`src/rtl/sched_pkg.sv`:
```
// Shared constants and FSM state type for the priority scheduler.
package sched_pkg;

  localparam int NUM_PRIO     = 8;
  localparam int PRIO_WIDTH   = 3;
  localparam int WEIGHT_WIDTH = 4;
  localparam int STARVE_LIMIT = 16;

  typedef enum logic {
    IDLE = 1'b0,
    XFER = 1'b1
  } sched_state_t;

  // WRR weight of queue idx; higher index earns proportionally more grants.
  function automatic int weight_of(input int idx);
    return idx + 1;
  endfunction

endpackage

```
`src/rtl/rr_pick.sv`:
```
// Masked round-robin picker: one-hot grant to the first set req bit found
// searching upward from last+1, wrapping past the top index.
module rr_pick #(
  parameter int N = 8,
  parameter int W = 3
) (
  input  logic [N-1:0] req,
  input  logic [W-1:0] last,
  output logic [N-1:0] grant
);

  // Linear wrap-around search; first hit wins.
  always_comb begin
    int  idx;
    logic found;
    idx   = 0;
    found = 1'b0;
    grant = '0;
    for (int k = 1; k <= N; k++) begin
      idx = (int'(last) + k) % N;
      if (!found && req[W'(idx)]) begin
        found            = 1'b1;
        grant[W'(idx)]   = 1'b1;
      end
    end
  end

endmodule

```
`src/rtl/prio_sched.sv`:
```
// Per-port packet scheduler: strict priority or weighted round robin over
// NUM_PRIO queues, holding the grant for a whole packet.
// Optional feature macro: SCHED_STARVE_GUARD_EN (anti-starvation bypass
// counters that override strict priority for long-waiting queues).
//
//   state | meaning
//   IDLE  | no packet in flight; arbitrate when any queue is non-empty
//   XFER  | granted queue popped on out_rdy until its EOP word leaves
module prio_sched #(
  parameter int NUM_PRIO     = sched_pkg::NUM_PRIO,
  parameter int PRIO_WIDTH   = sched_pkg::PRIO_WIDTH,
  parameter int WEIGHT_WIDTH = sched_pkg::WEIGHT_WIDTH
) (
  input  logic                  clk,
  input  logic                  rst_n,
  input  logic                  sp0_wrr1,
  input  logic [NUM_PRIO-1:0]   q_empty,
  input  logic [NUM_PRIO-1:0]   q_eop,
  input  logic                  out_rdy,
  output logic [NUM_PRIO-1:0]   rd_en,
  output logic [PRIO_WIDTH-1:0] sel_prio,
  output logic                  busy,
  output logic                  pkt_done
);
  import sched_pkg::*;

  sched_state_t              state;
  logic [PRIO_WIDTH-1:0]     rr_ptr;
  logic [WEIGHT_WIDTH-1:0]   credit [NUM_PRIO];

  logic [NUM_PRIO-1:0]       nonempty;
  logic [NUM_PRIO-1:0]       has_credit;
  logic [NUM_PRIO-1:0]       wrr_req;
  logic [NUM_PRIO-1:0]       wrr_grant;
  logic                      credit_reload;
  logic [PRIO_WIDTH-1:0]     sp_idx;
  logic [PRIO_WIDTH-1:0]     wrr_idx;
  logic [PRIO_WIDTH-1:0]     win_idx;
  logic                      arb_fire;

  // Weights are i+1 and must fit WEIGHT_WIDTH (max NUM_PRIO).
  function automatic logic [WEIGHT_WIDTH-1:0] weight(input int idx);
    return WEIGHT_WIDTH'(weight_of(idx));
  endfunction

`ifdef SCHED_STARVE_GUARD_EN
  localparam int STARVE_W = $clog2(STARVE_LIMIT + 1);
  logic [STARVE_W-1:0] byp_cnt [NUM_PRIO];
`endif

  // WRR eligibility; when nobody non-empty has credit, arbitrate as if reloaded.
  always_comb begin
    nonempty = ~q_empty;
    for (int i = 0; i < NUM_PRIO; i++) begin
      has_credit[i] = (credit[i] != '0);
    end
    credit_reload = ~|(nonempty & has_credit);
    wrr_req       = credit_reload ? nonempty : (nonempty & has_credit);
  end

  rr_pick #(
    .N (NUM_PRIO),
    .W (PRIO_WIDTH)
  ) u_rr_pick (
    .req   (wrr_req),
    .last  (rr_ptr),
    .grant (wrr_grant)
  );

  // One-hot WRR grant to index.
  always_comb begin
    wrr_idx = '0;
    for (int i = 0; i < NUM_PRIO; i++) begin
      if (wrr_grant[i]) wrr_idx = PRIO_WIDTH'(i);
    end
  end

  // Strict priority: highest non-empty index, unless a starved queue overrides.
  always_comb begin
`ifdef SCHED_STARVE_GUARD_EN
    logic                  any_starved;
    logic [PRIO_WIDTH-1:0] starved_idx;
    any_starved = 1'b0;
    starved_idx = '0;
`endif
    sp_idx = '0;
    for (int i = 0; i < NUM_PRIO; i++) begin
      if (nonempty[i]) sp_idx = PRIO_WIDTH'(i);
`ifdef SCHED_STARVE_GUARD_EN
      if (nonempty[i] && (byp_cnt[i] == STARVE_W'(STARVE_LIMIT))) begin
        any_starved = 1'b1;
        starved_idx = PRIO_WIDTH'(i);
      end
`endif
    end
`ifdef SCHED_STARVE_GUARD_EN
    if (any_starved) sp_idx = starved_idx;
`endif
  end

  assign win_idx  = sp0_wrr1 ? wrr_idx : sp_idx;
  assign arb_fire = (state == IDLE) && (|nonempty);

  // Pop strobe is combinational so a stalled or back-pressured word is never popped.
  always_comb begin
    rd_en = '0;
    if (state == XFER) rd_en[sel_prio] = out_rdy & ~q_empty[sel_prio];
  end

  assign pkt_done = rd_en[sel_prio] & q_eop[sel_prio];
  assign busy     = (state == XFER);

  // Packet FSM: latch winner in IDLE, hold grant until EOP pops.
  always_ff @(posedge clk or negedge rst_n) begin
    if (!rst_n) begin
      state    <= IDLE;
      sel_prio <= '0;
      rr_ptr   <= PRIO_WIDTH'(NUM_PRIO - 1);
    end else begin
      case (state)
        IDLE: begin
          if (arb_fire) begin
            sel_prio <= win_idx;
            state    <= XFER;
            if (sp0_wrr1) rr_ptr <= wrr_idx;
          end
        end
        XFER: begin
          if (pkt_done) state <= IDLE;
        end
        default: state <= IDLE;
      endcase
    end
  end

  // WRR credits: winner pays one per packet; reload happens in the arbitration cycle.
  always_ff @(posedge clk or negedge rst_n) begin
    if (!rst_n) begin
      for (int i = 0; i < NUM_PRIO; i++) credit[i] <= weight(i);
    end else if (arb_fire && sp0_wrr1) begin
      for (int i = 0; i < NUM_PRIO; i++) begin
        if (credit_reload) begin
          credit[i] <= (PRIO_WIDTH'(i) == wrr_idx) ? weight(i) - WEIGHT_WIDTH'(1)
                                                   : weight(i);
        end else if ((PRIO_WIDTH'(i) == wrr_idx) && has_credit[i]) begin
          credit[i] <= credit[i] - WEIGHT_WIDTH'(1);
        end
      end
    end
  end

`ifdef SCHED_STARVE_GUARD_EN
  // Bypass counters: count arbitrations lost while waiting, saturate at the limit.
  always_ff @(posedge clk or negedge rst_n) begin
    if (!rst_n) begin
      for (int i = 0; i < NUM_PRIO; i++) byp_cnt[i] <= '0;
    end else if (arb_fire) begin
      for (int i = 0; i < NUM_PRIO; i++) begin
        if (PRIO_WIDTH'(i) == win_idx) begin
          byp_cnt[i] <= '0;
        end else if (nonempty[i] && (byp_cnt[i] != STARVE_W'(STARVE_LIMIT))) begin
          byp_cnt[i] <= byp_cnt[i] + STARVE_W'(1);
        end
      end
    end
  end
`endif

endmodule
```
`config.mk`:
```
export PLATFORM = sky130hd
export DESIGN_NAME = prio_sched
export DESIGN_NICKNAME = d
export VERILOG_FILES = /design/src/rtl/sched_pkg.sv /design/src/rtl/rr_pick.sv /design/src/rtl/prio_sched.sv
export SDC_FILE = /design/constraint.sdc
export NUM_CORES = 1
export LEC_CHECK = 0
export BUFFER_PORTS_ARGS = -buffer_cell sky130_fd_sc_hd__buf_2
export CAP_MARGIN = 20
export CORE_MARGIN = 2
export CORE_UTILIZATION = 44
export CTS_BUF_LIST = sky130_fd_sc_hd__clkbuf_16
export DETAILED_ROUTE_END_ITERATION = 8
export GPL_TIMING_DRIVEN = 0
export SYNTH_ARGS = -nofsm -noshare
export SYNTH_HDL_FRONTEND = slang
export SYNTH_SLANG_ARGS = --single-unit
```
`constraint.sdc`:
```
create_clock -name clk -period 11.6 [get_ports clk]
set_input_delay 2.32 -clock clk [delete_from_list [all_inputs] [get_ports clk]]
set_output_delay 2.32 -clock clk [all_outputs]
set_load 0.005 [all_outputs]
```
Word level (Yosys, flattened, before mapping)
Index checks and enable logic that the tools add are counted.
- input port bits: 20
- logic and storage cells: 235
- register bits: 39
- output and inout port bits: 13
- reduce and logical (&&, ||, !) cells: 54
- multiplexer cells: 107
- equal/unequal tests: 15
- add/subtract/negate cells: 16
- bitwise gates (word level): 14
- magnitude comparators: 18
- operators by type and width (cell ; count):
    8-bit two-way mux ; 10
    4-bit two-way mux ; 17
    8-bit OR ; 7
    1-bit two-way mux ; 43
    3-bit two-way mux ; 14
    3-bit by 5-bit < comparator with 1-bit output (second input constant) ; 8
    1-bit binary-select mux with 3-bit select ; 11
    4-bit nonzero test ; 8
    4-bit by 1-bit subtractor with 4-bit output (second input constant) ; 8
    1-bit demux with 3-bit select ; 9
    3-bit by 1-bit >= comparator with 1-bit output (second input constant) ; 9
    1-bit logical AND ; 26
    2-bit AND reduction ; 9
    8-bit bitwise AND ; 2
    2-bit by 1-bit inequality test with 1-bit output (second input constant) ; 8
    8-bit OR reduction ; 2
    3-bit adder (second input constant) ; 4
    3-bit == test (first input constant) ; 4
    8-bit NOT ; 1
    1-bit zero test ; 7
    3-bit by 1-bit adder with 3-bit output (second input constant) ; 2
    3-bit by 2-bit adder with 3-bit output (second input constant) ; 2
    2-bit by 3-bit == test with 1-bit output (first input constant) ; 2
    3-bit by 4-bit < comparator with 1-bit output (second input constant) ; 1
    7 further kinds ; 10

Depth between registers and ports, before layout
Gate-level depths: netlist of the first run.
- word-level depth: 40
- mapped depth: 17
- mapped depth without buffers: 15

Cells and area by module
A second synthesis of the first run with hierarchy kept.
- cell total of the unflattened synthesis: 402
- area, all modules: 3602.2 µm²
- modules (own cells, without submodules) (module ; times used ; seq. area each (µm²) ; area each (µm²) ; cells an instance):
    prio_sched ; 1 ; 996.0 ; 2737.6 ; 317
    rr_pick ; 1 ; 0.0 ; 864.6 ; 85

Least setup slack after synthesis of the first run
OpenSTA, ideal clock, no wires.
- kind: input -> output
- from: input q_empty[6]
- to: output rd_en[1]
- slack: 5.748 ns
- path buffers: 1
- cell stages on the path: 6
- data required time: 9.280 ns
- arrival: 3.532 ns
- cell sequence: clkbuf_1 mux4_2 mux2i_1 and2_1 nand3_1 nor3_1
- longest elaborated chain between the ends: 6
- ends and longest elaborated chain (what ; RTL line ; RTL):
    from (decl) ; prio_sched.sv:17 ; input logic [NUM_PRIO-1:0] q_empty,
    1-bit binary-select mux with 3-bit select ; prio_sched.sv:107 ; if (state == XFER) rd_en[sel_prio] = out_rdy & ~q_empty[sel_prio];
    1-bit two-way mux (implied by the code) ; prio_sched.sv:107 ;
    1-bit NOT ; prio_sched.sv:107 ;
    1-bit bitwise AND ; prio_sched.sv:107 ;
    8-bit bitwise AND (no line) ; n/a ;
    8-bit two-way mux ; prio_sched.sv:107 ;
    to (decl) ; prio_sched.sv:20 ; output logic [NUM_PRIO-1:0] rd_en,
No other way between the ends. The select of a mux whose other input is x is not followed.

Worst setup path in the final report of the first run
- from: input q_empty[0]
- to: register credit[31] in the netlist's numbering
- longest elaborated chain between the ends: 40
- elaborated cells on any way between the ends: 79
- classes of those cells: eq/ne (1); mux (48); bitwise (9); reduce/logical (21)
- ends and longest elaborated chain (what ; RTL line ; RTL):
    8-bit NOT * ; prio_sched.sv:53 ; nonempty = ~q_empty;
    8-bit bitwise AND ; prio_sched.sv:57, prio_sched.sv:58 ;
    8-bit OR reduction ; prio_sched.sv:57 ; credit_reload = ~|(nonempty & has_credit);
    8-bit two-way mux ; prio_sched.sv:58 ; wrr_req = credit_reload ? nonempty : (nonempty & has_credit);
    1-bit binary-select mux with 3-bit select ; rr_pick.sv:21 ; if (!found && req[W'(idx)]) begin
    1-bit two-way mux (implied by the code) (2 in series) ; rr_pick.sv:21 ;
    1-bit two-way mux ; rr_pick.sv:21 ;
    1-bit zero test ; rr_pick.sv:21 ;
    [18 not listed] ; n/a ;
    1-bit logical AND ; rr_pick.sv:21 ;
    8-bit two-way mux ; rr_pick.sv:21 ;
    1-bit two-way mux ; prio_sched.sv:74 ; if (wrr_grant[i]) wrr_idx = PRIO_WIDTH'(i);
    3-bit two-way mux (6 in series) ; prio_sched.sv:74 ;
    3-bit zero test ; prio_sched.sv:145 ; end else if ((PRIO_WIDTH'(i) == wrr_idx) && has_credit[i]) begin
    1-bit logical AND ; prio_sched.sv:145 ;
    2-bit by 1-bit inequality test with 1-bit output (no line) ; n/a ;
    2-bit AND reduction (no line) ; n/a ;
    to (signal, indexed assignment) ; prio_sched.sv:143 ; credit[i] <= (PRIO_WIDTH'(i) == wrr_idx) ? weight(i) - WEIGHT_WIDTH'(1)
    to (signal, indexed assignment) ; prio_sched.sv:146 ; credit[i] <= credit[i] - WEIGHT_WIDTH'(1);
    to (decl) ; prio_sched.sv:29 ; logic [WEIGHT_WIDTH-1:0] credit [NUM_PRIO];
Every way passes the cells marked *; elsewhere a longest branch is shown, timed or not. The select of a mux whose other input is x is not followed.
A chain may end at the register's enable or synchronous reset.

==> impl_metrics.ini, run 1 <==
[routing]
wl_cell_um = 19.42
firstDrtPassIters = 5
route.detailed.vias_per_inst = 6.420
drc = 0
postRouteWirelength_mm = 13.52
vias = 4468
antenna_violating_nets_post_route = 0
drt_iter0_drc = 350

[floorplanning]
boundaryPins = 33
initial_utilization = 0.4551
die_area_mm2 = 0.01036
std_cell_rows = 35
die-height_um = 101.8
die_w_um = 101.8
core_area_mm2 = 0.009240

[final_layout]
fillCellCount = 891
layout_common_cells = sky130_fd_sc_hd__nor2_1, sky130_fd_sc_hd__nand2_1, sky130_fd_sc_hd__inv_1
area_growth_syn_to_fin_pct = 10.41
drive_above_1_share = 0.1746
final_area_mm2 = 0.004643
insertedDiodeCount = 0
finalNetCount = 601

[global_routing]
gr-total-overflow = 0
grt_pass1_vias = 4136
grt_max_degree = 40
antenna_found_initial = 0
grt_pass1_wl_mm = 22.00
overall_fraction_of_global_route_tracks_in_use = 0.2715

[sta]
setup_slack_ns = 4.975
fin_tns_setup_ns = 0
drv_slew = 0
final-hold-violation-count = 0
period_needed_ns = 6.625
max_freq_ghz = 0.1509
fin_crit_sh = 0.5711
worst_slew_margin = 0.2813
grt_setup_unrepaired = no
finalSetupViolations = 0
worst_clock_skew_ns = 0.006350
worst_margin_slew_ns = 1.065

[worst_setup_path]
critPathLaunch = q_empty[0]
timing.critical_path.cells = clkbuf_1, o22ai_2, nor3_4, a21oi_1, o32ai_1, o22ai_1, o21ai_0, nor2_1, a2111oi_4, nand3_1, nor3_2, buf_2, nand4_1, a32o_1
regToRegSetupSlack_ns = 5.73
rr_worst_depth = 16
max_stage_delay_ns = 0.53
crit-reg2reg-capture = credit[31]$_DFFE_PN0P_
endpoint = credit[31]$_DFFE_PN0P_
startpoint_of_the_most_critical_register_to_register_path = rr_ptr[0]$_DFFE_PN1P_
critical_path_class = in -> reg
crit_required_ns = 11.77
cp_data_arrival_time_ns = 6.80
crit_path_start_kind = input pin
cp_max_fo = 10
crit_path_end_kind = register
critPathSlowestCell = sky130_fd_sc_hd__a2111oi_4

[clock_network]
clkSlewWorstSetupHoldPaths_ns = 0.06
cts_sinks = 39
cts_resized = 0
tritoncts.num_buffers = 5
cts.root.buffer_cell = sky130_fd_sc_hd__clkbuf_16
ctsLongestPathBuffers = 2
clock_tree_from_tritoncts = built
cts.repair_timing.setup_buffer_count = 0
htreeDepth = 2
clk_latency_ns = 0.28
post_cts_hold_buffer_count = 0

[synth]
synth.top_cell.area_share = 0.1369
largest_area_contributor_in_the_synthesized_netlist = sky130_fd_sc_hd__dfrtp_1
dominant_cells_by_area_after_synthesis = sky130_fd_sc_hd__dfrtp_1, sky130_fd_sc_hd__dfstp_2, sky130_fd_sc_hd__nand2_1
dominantRegCellSynth = sky130_fd_sc_hd__dfrtp_1
synth-seq-cells = 39
yosysSeqAreaShare = 0.2368
netlist_area_mm2 = 0.004205
synth.distinct_cells = 89
synthesis.instances = 532
postSynthNetCount = 567
post_synthesis_mean_instance_area_um2 = 7.905
ys_warn_count = 0
ys_async_sr_fraction = 1.000
synth-edff-count = 0

[placed_design]
buffer_ports.inserted = 27
place_area_mm2 = 0.004502
preCtsSetupSlack_ns = 4.803
dp_hpwl_mm = 10.18
final_weighted_congestion_in_routability_driven_placement = 0.9366

[power_and_ir_drop]
power.ir.vdd_worst_mv = 0.1126
power.leakage_uw = 0.001781
pwr_density_cell_mw_per_mm2 = 274.9

[worst_hold_path]
timing.hold.worst.start = credit[17]$_DFFE_PN0P_
hold_path.class = reg -> reg

[outcome]
status = complete, no violations

[job]
drv_cap = 0
layer usage:
layer / global-route usage / vias to the layer above / share of wire / routed length, um
met4: 0.1029 / 0 / 0.028 / 374
met5: 0 / - / 0 / 0
met3: 0.03934 / 29 / 0.075 / 1020
met2: 0.4211 / 191 / 0.46 / 6231
met1: 0.3825 / 2149 / 0.44 / 5889
li1: - / 2099 / - / -
state kept, by name (all words and copies together), names as in the netlist:
| name | flops |
|---|---|
| credit | 32 |
| rr_ptr | 3 |
| sel_prio | 3 |
| busy | 1 |
critical path: cells and delay by family:
| family | cells | cell delay [ns] |
|---|---|---|
| AO/OA/AOI/OAI | 7 | 2.47 |
| buffers and inverters | 2 | 0.62 |
| AND/OR/NAND/NOR | 5 | 1.37 |
power breakdown:
group / total [uW] / leakage [uW] / internal [uW] / switching (uW)
Sequential: 226 / 0.000432 / 184 / 42.7
Combinational: 918 / 0.00128 / 327 / 590
Clock: 133 / 0.0000710 / 78.4 / 54.3
Total: 1280 / 0.00178 / 589 / 687
synthesized netlist by cell type (all sizes together), types with 8 or more instances:
cell     n
nand2   53
nor2    52
a21oi   32
inv     32
o21ai   29
clkbuf  28
nor3    25
dfrtp   23
dfstp   16
ha      15
nand2b  14
nand3   14
nand4   13
nor4    11
a211oi  10
o22ai   10
mux2i    9
nor3b    9
o31ai    9
o32ai    9
o211ai   8
cells by family (layout without fill, tap and decap cells):
kind of cell	count (synthesis)	in the layout	synth area share
buffers and inverters	66	101	0.06159
AOI/OAI and AO/OA	159	159	0.2812
DFF	39	39	0.2368
and+or+nand+nor	233	233	0.3151
muxes	17	17	0.05445
adders and majority gates	15	15	0.04463
xor gates and xnor gates	3	3	0.006249
stage by stage:
stage | cells | hold slack [ns] | util | total power (uW)
3_5_place_dp | 688 | 0.5029 | 0.4872 | 1123
2_1_floorplan | 532 | 0.4825 | - | 894.7
3_3_place_gp | 688 | 0.5000 | 0.4872 | 1116
6_report | 696 | 0.5197 | 0.5025 | 1277
4_1_cts | 696 | 0.5159 | 0.5025 | 1262
5_1_grt | 696 | 0.5291 | 0.5025 | 1381
area by class of cell:
type                       instances  area, um2  area share
multi-input combinational        427       2950      0.6354
sequential                        39      996.0      0.2145
tap                              129      161.4     0.03476
buffer                            34      138.9     0.02991
timing repair buffer              27      135.1     0.02910
clock buffer                       5      125.1     0.02695
inverter                          32      120.1     0.02587
clock inverter                     3      16.27    0.003503
worst min path at each step:
stage / to / slack [ns] / cells after the start
final: credit[17]$_DFFE_PN0P_ / 0.52 / 1
after global routing: credit[17]$_DFFE_PN0P_ / 0.53 / 1
after CTS: credit[17]$_DFFE_PN0P_ / 0.52 / 1
after detailed placement: credit[17]$_DFFE_PN0P_ / 0.50 / 1
after global placement: credit[17]$_DFFE_PN0P_ / 0.50 / 1
after floorplan: credit[17]$_DFFE_PN0P_ / 0.48 / 1
Power figures use the tool's default switching activity.
==> inputs of run 2 (changes only) <==
Settings changed: ABC_AREA set to 1.
Clock period 11.6 ns to 6.05 ns, I/O delays scaled along.
==> impl_metrics.ini, run 2 <==
[routing]
drt_iter0_drc = 222
postRouteWirelength_mm = 10.49
vias = 4017
wl_cell_um = 13.97
firstDrtPassIters = 4
route.detailed.vias_per_inst = 5.349
antenna_violating_nets_post_route = 0
drc = 0

[synth]
ys_async_sr_fraction = 1.000
ys_top_cells_by_count = sky130_fd_sc_hd__nand2_1, sky130_fd_sc_hd__nand3_1, sky130_fd_sc_hd__nor2_1
ys_warn_count = 0
netlist_area_mm2 = 0.003880
largest_area_contributor_in_the_synthesized_netlist = sky130_fd_sc_hd__dfrtp_1
post_synthesis_mean_instance_area_um2 = 6.434
synthesis.instances = 603
yosysSeqAreaShare = 0.2567
synth-seq-cells = 39
synth-edff-count = 0
synth.top_cell.area_share = 0.1483
synth.distinct_cells = 40
postSynthNetCount = 638
synthMostInstantiatedCell = sky130_fd_sc_hd__nand2_1
dominant_cells_by_area_after_synthesis = sky130_fd_sc_hd__dfrtp_1, sky130_fd_sc_hd__nand2_1, sky130_fd_sc_hd__nand3_1
dominantRegCellSynth = sky130_fd_sc_hd__dfrtp_1

[floorplanning]
die-height_um = 97.91
die_area_mm2 = 0.009585
boundaryPins = 33
die_w_um = 97.91
initial_utilization = 0.4493
core_area_mm2 = 0.008636
std_cell_rows = 34

[sta]
drv_slew = 0
max_freq_ghz = 0.2230
worst_margin_slew_ns = 0.9122
fin_crit_sh = 0.7413
worst_slew_margin = 0.3918
grt_setup_unrepaired = no
fin_tns_setup_ns = 0
worst_clock_skew_ns = 0.005977
final-hold-violation-count = 0
finalSetupViolations = 0
period_needed_ns = 4.485

[global_routing]
antenna_found_initial = 0
grt_max_degree = 40
gr-total-overflow = 0
overall_fraction_of_global_route_tracks_in_use = 0.2268
grt_pass1_wl_mm = 18.08
grt_pass1_vias = 3837

[clock_network]
ctsLongestPathBuffers = 2
clk_latency_ns = 0.28
cts_sinks = 39
clkSlewWorstSetupHoldPaths_ns = 0.06
cts.repair_timing.setup_buffer_count = 0
cts.root.buffer_cell = sky130_fd_sc_hd__clkbuf_16
cts_resized = 0
clock_tree_from_tritoncts = built
htreeDepth = 2
tritoncts.num_buffers = 5
post_cts_hold_buffer_count = 0

[final_layout]
layout_common_cells = sky130_fd_sc_hd__nand2_1, sky130_fd_sc_hd__nand3_1, sky130_fd_sc_hd__nor2_1
final_area_mm2 = 0.004339
finalNetCount = 677
fillCellCount = 899
reg_top3 = credit x32, rr_ptr x3, sel_prio x3
registers.top_by_ff_count = credit
largest_reg_flops = 32
insertedDiodeCount = 0
drive_above_1_share = 0.2053
area_growth_syn_to_fin_pct = 11.83
layout.cells.most_common = sky130_fd_sc_hd__nand2_1

[placed_design]
buffer_ports.inserted = 32
dp_hpwl_mm = 8.223
final_weighted_congestion_in_routability_driven_placement = 0.9308
place_area_mm2 = 0.004175

[job]
drv_cap = 0

[worst_setup_path]
cp_data_arrival_time_ns = 4.65
crit_path_end_kind = register
crit_required_ns = 6.22
rr_worst_depth = 23
crit_path_start_kind = register
critical_path_class = reg -> reg
cp_max_fo = 11
regToRegSetupSlack_ns = 1.57

[outcome]
status = complete, no violations

[power_and_ir_drop]
pwr_density_cell_mw_per_mm2 = 506.6
power.ir.vdd_worst_mv = 0.2216
power.leakage_uw = 0.002131

[worst_hold_path]
hold_depth = 2
hold_path.class = reg -> reg
[run 2: cell types whose count changed after synthesis, sizes merged, moves of 9 or more]
cell / delta
a211oi: -10
nand3: +90
mux2i: -9
nand2: +103
nor4: -9
a21oi: -14
o21ai: +20
o32ai: -9
clkbuf: -20
o22ai: -9
inv: +36
nand2b: -14
nor2: +28
nor3: -14
[run 2: final timing paths]
kind,from,to
min in group asynchronous,rst_n,credit[22]$_DFFE_PN0P_
max in group asynchronous,rst_n,credit[1]$_DFFE_PN0P_
worst min register to register,credit[9]$_DFFE_PN1P_,credit[9]$_DFFE_PN1P_
worst max register to register,rr_ptr[0]$_DFFE_PN1P_,credit[23]$_DFFE_PN0P_
worst min-delay path,credit[9]$_DFFE_PN1P_,credit[9]$_DFFE_PN1P_
worst max-delay path,rr_ptr[0]$_DFFE_PN1P_,credit[23]$_DFFE_PN0P_
[run 2: power by group]
part | internal [uW] | leakage, uW | switching [uW]
Clock | 192 | 0.0000812 | 103
Sequential | 387 | 0.000441 | 75.8
Combinational | 448 | 0.00161 | 992
Total | 1030 | 0.00213 | 1170
[run 2: area by class of cell]
type	instances	area, um2	share of cell area
inverters	70	262.8	0.06055
repair buffers	32	160.2	0.03691
clock buffers	5	125.1	0.02884
plain buffers	14	57.56	0.01326
clock inverters	3	38.79	0.008939
well taps	108	135.1	0.03114
flip-flops and latches	39	996.0	0.2295
multi-input cells	480	2564	0.5908
[run 2: logic make-up (layout without fill, tap and decap cells)]
family	count (synthesis)	count (layout)	synth area share
AOI/OAI and AO/OA	79	79	0.1187
xor gates and xnor gates	7	7	0.01580
adders and majority gates	15	15	0.04837
DFF	39	39	0.2567
and+or+nand+nor	379	379	0.4779
buffers and inverters	84	124	0.08255
[run 2: per-stage QoR]
step,power [uW],setup slack (ns),hold slack (ns),std cells,utilization
after floorplan,1559,2.418,0.4465,603,-
after CTS,2197,1.591,0.4747,751,0.5025
final,2198,1.565,0.4717,751,0.5025
after global routing,2420,1.100,0.4999,751,0.5025
after global placement,1865,1.649,0.4599,743,0.4835
after detailed placement,1893,1.610,0.4666,743,0.4835
[run 2: layer usage]
| layer | track usage | up-vias | part of all wire |
|---|---|---|---|
| met5 | 0 | - | 0 |
| met2 | 0.3778 | 78 | 0.47 |
| met1 | 0.3133 | 1844 | 0.49 |
| li1 | - | 2081 | - |
| met4 | 0.06303 | 0 | 0.014 |
| met3 | 0.02434 | 14 | 0.028 |
[run 2: critical path, cell delays in order, from the launching register on]
cell	delay, ns
sky130_fd_sc_hd__dfstp_2	0.54
sky130_fd_sc_hd__clkbuf_1	0.31
sky130_fd_sc_hd__inv_1	0.15
sky130_fd_sc_hd__buf_2	0.22
sky130_fd_sc_hd__buf_1	0.28
sky130_fd_sc_hd__ha_1	0.36
sky130_fd_sc_hd__buf_2	0.21
sky130_fd_sc_hd__inv_1	0.17
sky130_fd_sc_hd__nand3_1	0.14
sky130_fd_sc_hd__nand3_1	0.10
sky130_fd_sc_hd__nand2_2	0.16
sky130_fd_sc_hd__nand3_2	0.13
sky130_fd_sc_hd__nor3_4	0.32
sky130_fd_sc_hd__nand3_2	0.15
sky130_fd_sc_hd__nor2_2	0.17
sky130_fd_sc_hd__nand2_1	0.07
sky130_fd_sc_hd__nand3_1	0.17
sky130_fd_sc_hd__nor2_1	0.10
sky130_fd_sc_hd__nand2_2	0.12
sky130_fd_sc_hd__nor2_1	0.05
sky130_fd_sc_hd__nand3_1	0.16
sky130_fd_sc_hd__nand2_2	0.13
sky130_fd_sc_hd__nand2_1	0.09
sky130_fd_sc_hd__o21ai_1	0.06
